===== config.mk =====
export PLATFORM = sky130hd
export DESIGN_NAME = btb_update_ctrl_flat
export DESIGN_NICKNAME = d
export VERILOG_FILES = /design/src/rtl/btb_update_ctrl_if.sv /design/src/rtl/btb_update_ctrl.sv /design/src/flat_wrapper.sv
export SDC_FILE = /design/constraint.sdc
export NUM_CORES = 1
export LEC_CHECK = 0
export CORE_MARGIN = 3
export CORE_UTILIZATION = 62
export CTS_BUF_LIST = sky130_fd_sc_hd__clkbuf_8
export CTS_CLUSTER_DIAMETER = 30
export DETAILED_ROUTE_END_ITERATION = 6
export PLACE_DENSITY = 0.9
export SLEW_MARGIN = 25
export SYNTH_ARGS = -nofsm -noshare
export SYNTH_HDL_FRONTEND = slang
export SYNTH_SLANG_ARGS = --single-unit

===== constraint.sdc =====
create_clock -name clk -period 12.15 [get_ports clk]
set_clock_uncertainty 0.1 [all_clocks]
set_input_delay 3.0375 -clock clk [delete_from_list [all_inputs] [get_ports clk]]
set_output_delay 3.0375 -clock clk [all_outputs]
set_load 0.03 [all_outputs]

===== src/rtl/btb_update_ctrl_if.sv =====
// rtl/btb_update_ctrl_if.sv - resolved-branch inputs and BTB update/invalidate outputs
interface btb_update_ctrl_if #(
  parameter int INDEX_WIDTH = 5
);
  logic                   br0_valid;
  logic                   br0_taken;
  logic [31:0]            br0_addr;
  logic [31:0]            br0_target;
  logic                   br1_valid;
  logic                   br1_taken;
  logic [31:0]            br1_addr;
  logic [31:0]            br1_target;
  logic                   flush_req;
  logic                   upd_valid;
  logic [31:0]            upd_addr;
  logic [31:0]            upd_target;
  logic                   inval_we;
  logic [INDEX_WIDTH-1:0] inval_index;
  logic                   flush_busy;
  logic                   flush_done;
  logic [7:0]             drop_cnt;

  modport master (
    output br0_valid, br0_taken, br0_addr, br0_target,
    output br1_valid, br1_taken, br1_addr, br1_target,
    output flush_req,
    input  upd_valid, upd_addr, upd_target,
    input  inval_we, inval_index, flush_busy, flush_done, drop_cnt
  );

  modport slave (
    input  br0_valid, br0_taken, br0_addr, br0_target,
    input  br1_valid, br1_taken, br1_addr, br1_target,
    input  flush_req,
    output upd_valid, upd_addr, upd_target,
    output inval_we, inval_index, flush_busy, flush_done, drop_cnt
  );
endinterface


===== src/rtl/btb_update_ctrl.sv =====
// rtl/btb_update_ctrl.sv - queues taken-branch BTB updates and sweeps the BTB on flush
module btb_update_ctrl #(
  parameter int ENTRY_NUM   = 32,
  parameter int INDEX_WIDTH = $clog2(ENTRY_NUM),
  parameter int FIFO_DEPTH  = 4
) (
  input logic              clk,
  input logic              rst,
  btb_update_ctrl_if.slave bus
);
  localparam int PTR_W  = $clog2(FIFO_DEPTH);
  localparam int CNT_W  = PTR_W + 1;
  localparam int FREE_W = CNT_W + 1;
  localparam logic [INDEX_WIDTH-1:0] LAST_IDX = INDEX_WIDTH'(ENTRY_NUM - 1);

  typedef enum logic [1:0] {S_IDLE, S_FLUSH, S_DONE} state_t;
  state_t state, state_nxt;

  logic [31:0]            fifo_addr [FIFO_DEPTH];
  logic [31:0]            fifo_tgt  [FIFO_DEPTH];
  logic [PTR_W-1:0]       rd_ptr, wr_ptr, wr_ptr_p1, wr_idx1;
  logic [CNT_W-1:0]       count;
  logic [INDEX_WIDTH-1:0] sweep_idx;
  logic [7:0]             drop_cnt;

  logic              fifo_empty, pop, flush_start, accept_br;
  logic              cand0, cand1, push0, push1;
  logic [FREE_W-1:0] free_slots;
  logic [1:0]        n_cand, n_push, n_drop;
  logic [8:0]        drop_sum;

  always_ff @(posedge clk or posedge rst) begin
    if (rst) state <= S_IDLE;
    else     state <= state_nxt;
  end

  always_comb begin
    state_nxt       = state;
    flush_start     = 1'b0;
    bus.upd_valid   = 1'b0;
    bus.upd_addr    = '0;
    bus.upd_target  = '0;
    bus.inval_we    = 1'b0;
    bus.inval_index = '0;
    bus.flush_busy  = 1'b0;
    bus.flush_done  = 1'b0;
    case (state)
      S_IDLE: begin
        if (!fifo_empty) begin
          bus.upd_valid  = 1'b1;
          bus.upd_addr   = fifo_addr[rd_ptr];
          bus.upd_target = fifo_tgt[rd_ptr];
        end
        if (bus.flush_req) begin
          state_nxt   = S_FLUSH;
          flush_start = 1'b1;
        end
      end
      S_FLUSH: begin
        bus.inval_we    = 1'b1;
        bus.inval_index = sweep_idx;
        bus.flush_busy  = 1'b1;
        if (sweep_idx == LAST_IDX) state_nxt = S_DONE;
      end
      S_DONE: begin
        bus.flush_done = 1'b1;
        state_nxt      = S_IDLE;
      end
      default: state_nxt = S_IDLE;
    endcase
  end

  assign bus.drop_cnt = drop_cnt;
  assign fifo_empty   = (count == '0);
  assign pop          = (state == S_IDLE) && !fifo_empty;
  assign wr_ptr_p1    = wr_ptr + PTR_W'(1);

  // Branches are only accepted in IDLE and never alongside a flush; those
  // discards are silent, unlike capacity drops.
  always_comb begin
    accept_br  = (state == S_IDLE) && !bus.flush_req;
    cand1      = bus.br1_valid && bus.br1_taken;
    cand0      = bus.br0_valid && bus.br0_taken && !(cand1 && (bus.br0_addr == bus.br1_addr));
    free_slots = FREE_W'(FIFO_DEPTH) - {1'b0, count} + FREE_W'(pop);
    push0      = accept_br && cand0 && (free_slots != '0);
    push1      = accept_br && cand1 &&
                 (cand0 ? (free_slots >= FREE_W'(2)) : (free_slots != '0));
    wr_idx1    = push0 ? wr_ptr_p1 : wr_ptr;
    n_cand     = accept_br ? ({1'b0, cand0} + {1'b0, cand1}) : 2'd0;
    n_push     = {1'b0, push0} + {1'b0, push1};
    n_drop     = n_cand - n_push;
    drop_sum   = {1'b0, drop_cnt} + {7'b0, n_drop};
  end

  always_ff @(posedge clk or posedge rst) begin
    if (rst) begin
      rd_ptr    <= '0;
      wr_ptr    <= '0;
      count     <= '0;
      sweep_idx <= '0;
      drop_cnt  <= '0;
    end else begin
      if (flush_start) begin
        rd_ptr    <= '0;
        wr_ptr    <= '0;
        count     <= '0;
        sweep_idx <= '0;
      end else begin
        if (pop) rd_ptr <= rd_ptr + PTR_W'(1);
        wr_ptr   <= wr_ptr + PTR_W'(n_push);
        count    <= count - CNT_W'(pop) + CNT_W'(n_push);
        drop_cnt <= (drop_sum > 9'd255) ? 8'hff : drop_sum[7:0];
        if (state == S_FLUSH) sweep_idx <= sweep_idx + INDEX_WIDTH'(1);
      end
    end
  end

  always_ff @(posedge clk) begin
    if (push0) begin
      fifo_addr[wr_ptr] <= bus.br0_addr;
      fifo_tgt[wr_ptr]  <= bus.br0_target;
    end
    if (push1) begin
      fifo_addr[wr_idx1] <= bus.br1_addr;
      fifo_tgt[wr_idx1]  <= bus.br1_target;
    end
  end
endmodule

===== src/flat_wrapper.sv =====
// flat-port wrapper written by rule: the top's interface ports become plain ports
module btb_update_ctrl_flat 
#(
  parameter int ENTRY_NUM   = 32,
  parameter int INDEX_WIDTH = $clog2(ENTRY_NUM),
  parameter int FIFO_DEPTH  = 4
)
  (clk, rst, bus_br0_valid, bus_br0_taken, bus_br0_addr, bus_br0_target, bus_br1_valid, bus_br1_taken, bus_br1_addr, bus_br1_target, bus_flush_req, bus_upd_valid, bus_upd_addr, bus_upd_target, bus_inval_we, bus_inval_index, bus_flush_busy, bus_flush_done, bus_drop_cnt);
  btb_update_ctrl_if #(.INDEX_WIDTH(INDEX_WIDTH)) bus_i ();
  input logic clk;
  input logic rst;
  input wire logic [$bits(bus_i.br0_valid)-1:0] bus_br0_valid;
  input wire logic [$bits(bus_i.br0_taken)-1:0] bus_br0_taken;
  input wire logic [$bits(bus_i.br0_addr)-1:0] bus_br0_addr;
  input wire logic [$bits(bus_i.br0_target)-1:0] bus_br0_target;
  input wire logic [$bits(bus_i.br1_valid)-1:0] bus_br1_valid;
  input wire logic [$bits(bus_i.br1_taken)-1:0] bus_br1_taken;
  input wire logic [$bits(bus_i.br1_addr)-1:0] bus_br1_addr;
  input wire logic [$bits(bus_i.br1_target)-1:0] bus_br1_target;
  input wire logic [$bits(bus_i.flush_req)-1:0] bus_flush_req;
  output wire logic [$bits(bus_i.upd_valid)-1:0] bus_upd_valid;
  output wire logic [$bits(bus_i.upd_addr)-1:0] bus_upd_addr;
  output wire logic [$bits(bus_i.upd_target)-1:0] bus_upd_target;
  output wire logic [$bits(bus_i.inval_we)-1:0] bus_inval_we;
  output wire logic [$bits(bus_i.inval_index)-1:0] bus_inval_index;
  output wire logic [$bits(bus_i.flush_busy)-1:0] bus_flush_busy;
  output wire logic [$bits(bus_i.flush_done)-1:0] bus_flush_done;
  output wire logic [$bits(bus_i.drop_cnt)-1:0] bus_drop_cnt;
  assign bus_i.br0_valid = bus_br0_valid;
  assign bus_i.br0_taken = bus_br0_taken;
  assign bus_i.br0_addr = bus_br0_addr;
  assign bus_i.br0_target = bus_br0_target;
  assign bus_i.br1_valid = bus_br1_valid;
  assign bus_i.br1_taken = bus_br1_taken;
  assign bus_i.br1_addr = bus_br1_addr;
  assign bus_i.br1_target = bus_br1_target;
  assign bus_i.flush_req = bus_flush_req;
  assign bus_upd_valid = bus_i.upd_valid;
  assign bus_upd_addr = bus_i.upd_addr;
  assign bus_upd_target = bus_i.upd_target;
  assign bus_inval_we = bus_i.inval_we;
  assign bus_inval_index = bus_i.inval_index;
  assign bus_flush_busy = bus_i.flush_busy;
  assign bus_flush_done = bus_i.flush_done;
  assign bus_drop_cnt = bus_i.drop_cnt;
  btb_update_ctrl #(.ENTRY_NUM(ENTRY_NUM), .INDEX_WIDTH(INDEX_WIDTH), .FIFO_DEPTH(FIFO_DEPTH)) u_core (.clk(clk), .rst(rst), .bus(bus_i));
endmodule

==> reports/qor.csv <==
metric,value,unit
status,"complete, no violations",
Synth Warn #,0,
per-cell routed wire length,23.65,µm
via count,8923,
CP required,12.48,ns
H-tree levels,2,
initial antenna violation count,1,
drt total wl,35530,µm
Detailed Place HPWL,21190,µm
VDD IR-drop max,0.2097,mV
number of synthesized flops with an enable pin,256,
PwrDens,174.9,nW/µm²
Synth Area per Inst,17.01,µm²
Num CTS Buffers,56,
"Distinct cells, synth",40,
asr flop ratio synth,7.914,%
Maximum Capacitance Violations,0,
reg2reg start,u_core.count[2]$_DFF_PP0_,
Total GRT Usage,26.40,%
drt pass-1 iters,5,
fmax,129.5,MHz
clock-pin slew on the worst setup and hold paths,0.06,ns
CP startpoint,bus_br1_addr[9],
Worst setup SP type,input port,
minimum clock period,7.722,ns
Mapped Nets,1059,
core area,24390,µm²
die width,163.6,µm
Via density,5.941,
gp weighted congestion,0.8096,
maximum clock insertion buffer count,3,
vias in the first global route,9673,
largest net degree at the start of global routing,66,
CP arrival,8.06,ns
GR Overflow Total,0,
Worst-Skew Late Latency,0.56,ns
# hold bufs at CTS,0,
worst setup margin,4.428,ns
Final Max Slew Viols,0,
worst-margin pin slew,0.9649,ns
Cells after Synth,905,
mapped cell area,15400,µm²
FP Rows,57,
Setup crit end kind,register,
Routed Antenna Nets,0,
# DRC,0,
clock sink count,278,
Yosys reg bits,278,
1st-iter DRT viols,609,
Final period util,63.56,%
worst-path fanout max,11,
Root Driver,clkbuf_8,
share of post-route cells with drive strength above 1,36.33,%
Starting Density,63.12,%
ys flop type,edfxtp_1,
dpl ws,4.053,ns
LEAKAGE,7.357,nW
port bufs,215,
Post-CTS Setup Bufs,0,
Die H,163.6,µm
CTS tree,built,
sequential share of the synthesized area,53.51,%
first-pass GRT wire length,53680,µm
Fin. Hold Viols,0,
I/O Pins,216,
Slew HR,35.37,%
hold_sp,u_core.sweep_idx[2]$_DFFE_PP0P_,
Nets,1290,
layout overhead on the synthesized area,23.33,%
fin cells,1502,
setup violators final,0,
Die Area,26760,µm²
DP Cell Count,1401,
diode count,0,
Worst Hold Class,register to register,
kind of critical path,input port to register,
setup_tns,0,ns
# resized after CTS,0,
RSZ-0062 raised after global routing,no,
-- layout make-up --
class / count / area, µm²
clock inverter: 42 / 435.4
sequential: 278 / 8245
tap: 324 / 405.4
fill: 1391 / 5403
multi-input combinational: 555 / 6782
clock buffer: 58 / 798.3
timing repair buffer: 227 / 2255
inverter: 18 / 67.56
-- Yosys cell counts, types with 9 or more instances --
cell type / count / share of area [%]
nand4_1: 9 / 0.37
xnor2_1: 37 / 2.1
inv_1: 17 / 0.41
edfxtp_1: 256 / 50
clkbuf_1: 17 / 0.41
mux4_2: 64 / 9.4
buf_6: 24 / 1.8
nand2_1: 23 / 0.56
and2_1: 75 / 3.0
ha_1: 17 / 1.4
nor2_1: 13 / 0.32
mux2_2: 60 / 4.4
mux2_4: 196 / 19
dfrtp_1: 22 / 3.6
-- path summary, 6_finish.rpt --
path | end | slack, ns | cells after the start
max | u_core.bus.drop_cnt[6]$_DFFE_PP0N_ | 4.43 | 17
min | u_core.sweep_idx[2]$_DFFE_PP0P_ | 0.41 | 1
max reg2reg | u_core.bus.drop_cnt[6]$_DFFE_PP0N_ | 7.31 | 19
min reg2reg | u_core.sweep_idx[2]$_DFFE_PP0P_ | 0.41 | 1
max in group asynchronous | u_core.rd_ptr[0]$_DFFE_PP0P_ | 8.50 | 2
min in group asynchronous | u_core.wr_ptr[1]$_DFF_PP0_ | 2.85 | 2
-- metrics by stage --
step,hold WS [ns],cell area [µm²],power [mW],utilization [%]
final,0.4116,18990,3.321,77.85
after global routing,0.4419,18990,3.459,77.85
after CTS,0.4088,18940,3.340,77.66
after detailed placement,0.3990,17710,2.288,72.60
after global placement,0.3823,17710,2.260,72.60
after floorplan,0.3559,15400,1.903,-
-- cell families after synthesis --
| kind of cell | Yosys count | share of synthesized area, % |
|---|---|---|
| buffers and inverters | 72 | 3.007 |
| flip-flops | 278 | 53.51 |
| AO/OA/AOI/OAI | 28 | 1.211 |
| adder cells (fa/ha/maj) | 19 | 1.642 |
| AND/OR/NAND/NOR | 144 | 5.258 |
| multiplexers | 321 | 32.93 |
| XOR/XNOR | 43 | 2.446 |
-- report_power, final --
part	switching [mW]	leakage, nW	internal, mW
Sequential	0.0992	2.57	1.11
Combinational	0.535	4.14	0.526
Clock	0.411	0.645	0.638
Total	1.04	7.36	2.28
-- state kept, by name, summed over array words and instances (netlist names) --
signal               flops
u_core.fifo_addr       128
u_core.fifo_tgt        128
u_core.bus.drop_cnt      8
u_core.sweep_idx         5
u_core.count             3
u_core.rd_ptr            2
u_core.state             2
u_core.wr_ptr            2
-- per-layer routing --
layer	share of wire, %	GRT usage [%]	vias to the layer above
met2	52	46.55	349
li1	-	-	3974
met3	6.3	5.757	74
met4	2.6	9.073	2
met1	39	32.32	4524
met5	0.037	0	-
-- critical path, stage by stage --
cell	delay, ns
clkdlybuf4s50_1	0.49
xnor2_1	0.36
nand4_1	0.16
nor4_1	0.63
a31oi_1	0.50
a211oi_4	0.64
ha_1	0.37
ha_1	0.22
xor2_1	0.15
xnor2_1	0.23
inv_1	0.09
fa_1	0.40
nand2b_1	0.17
nor2_1	0.22
nand4_1	0.16
nor3_1	0.15
a21oi_1	0.06
-- cells in the final DEF, fill, tap and decap left out, types with 4 or more instances in the layout --
cell and count:
clkbuf_8 58, mux2_4 196, buf_4 11, clkdlybuf4s50_1 215, mux4_2 64, edfxtp_1 256
bufinv_16 9, xor2_1 6, inv_1 23, dfrtp_1 20, nand2_1 19, a211oi_1 4
clkinv_2 9, nand3_1 6, nand4_1 9, mux2_2 60, clkinvlp_4 4, o21ai_0 8
nor3_1 4, a21oi_1 8, clkinv_1 11, xnor2_1 37, ha_1 17, and2_1 75
nor2_1 13, o21ai_4 4
No activity file was read; power rests on OpenSTA's default activity.
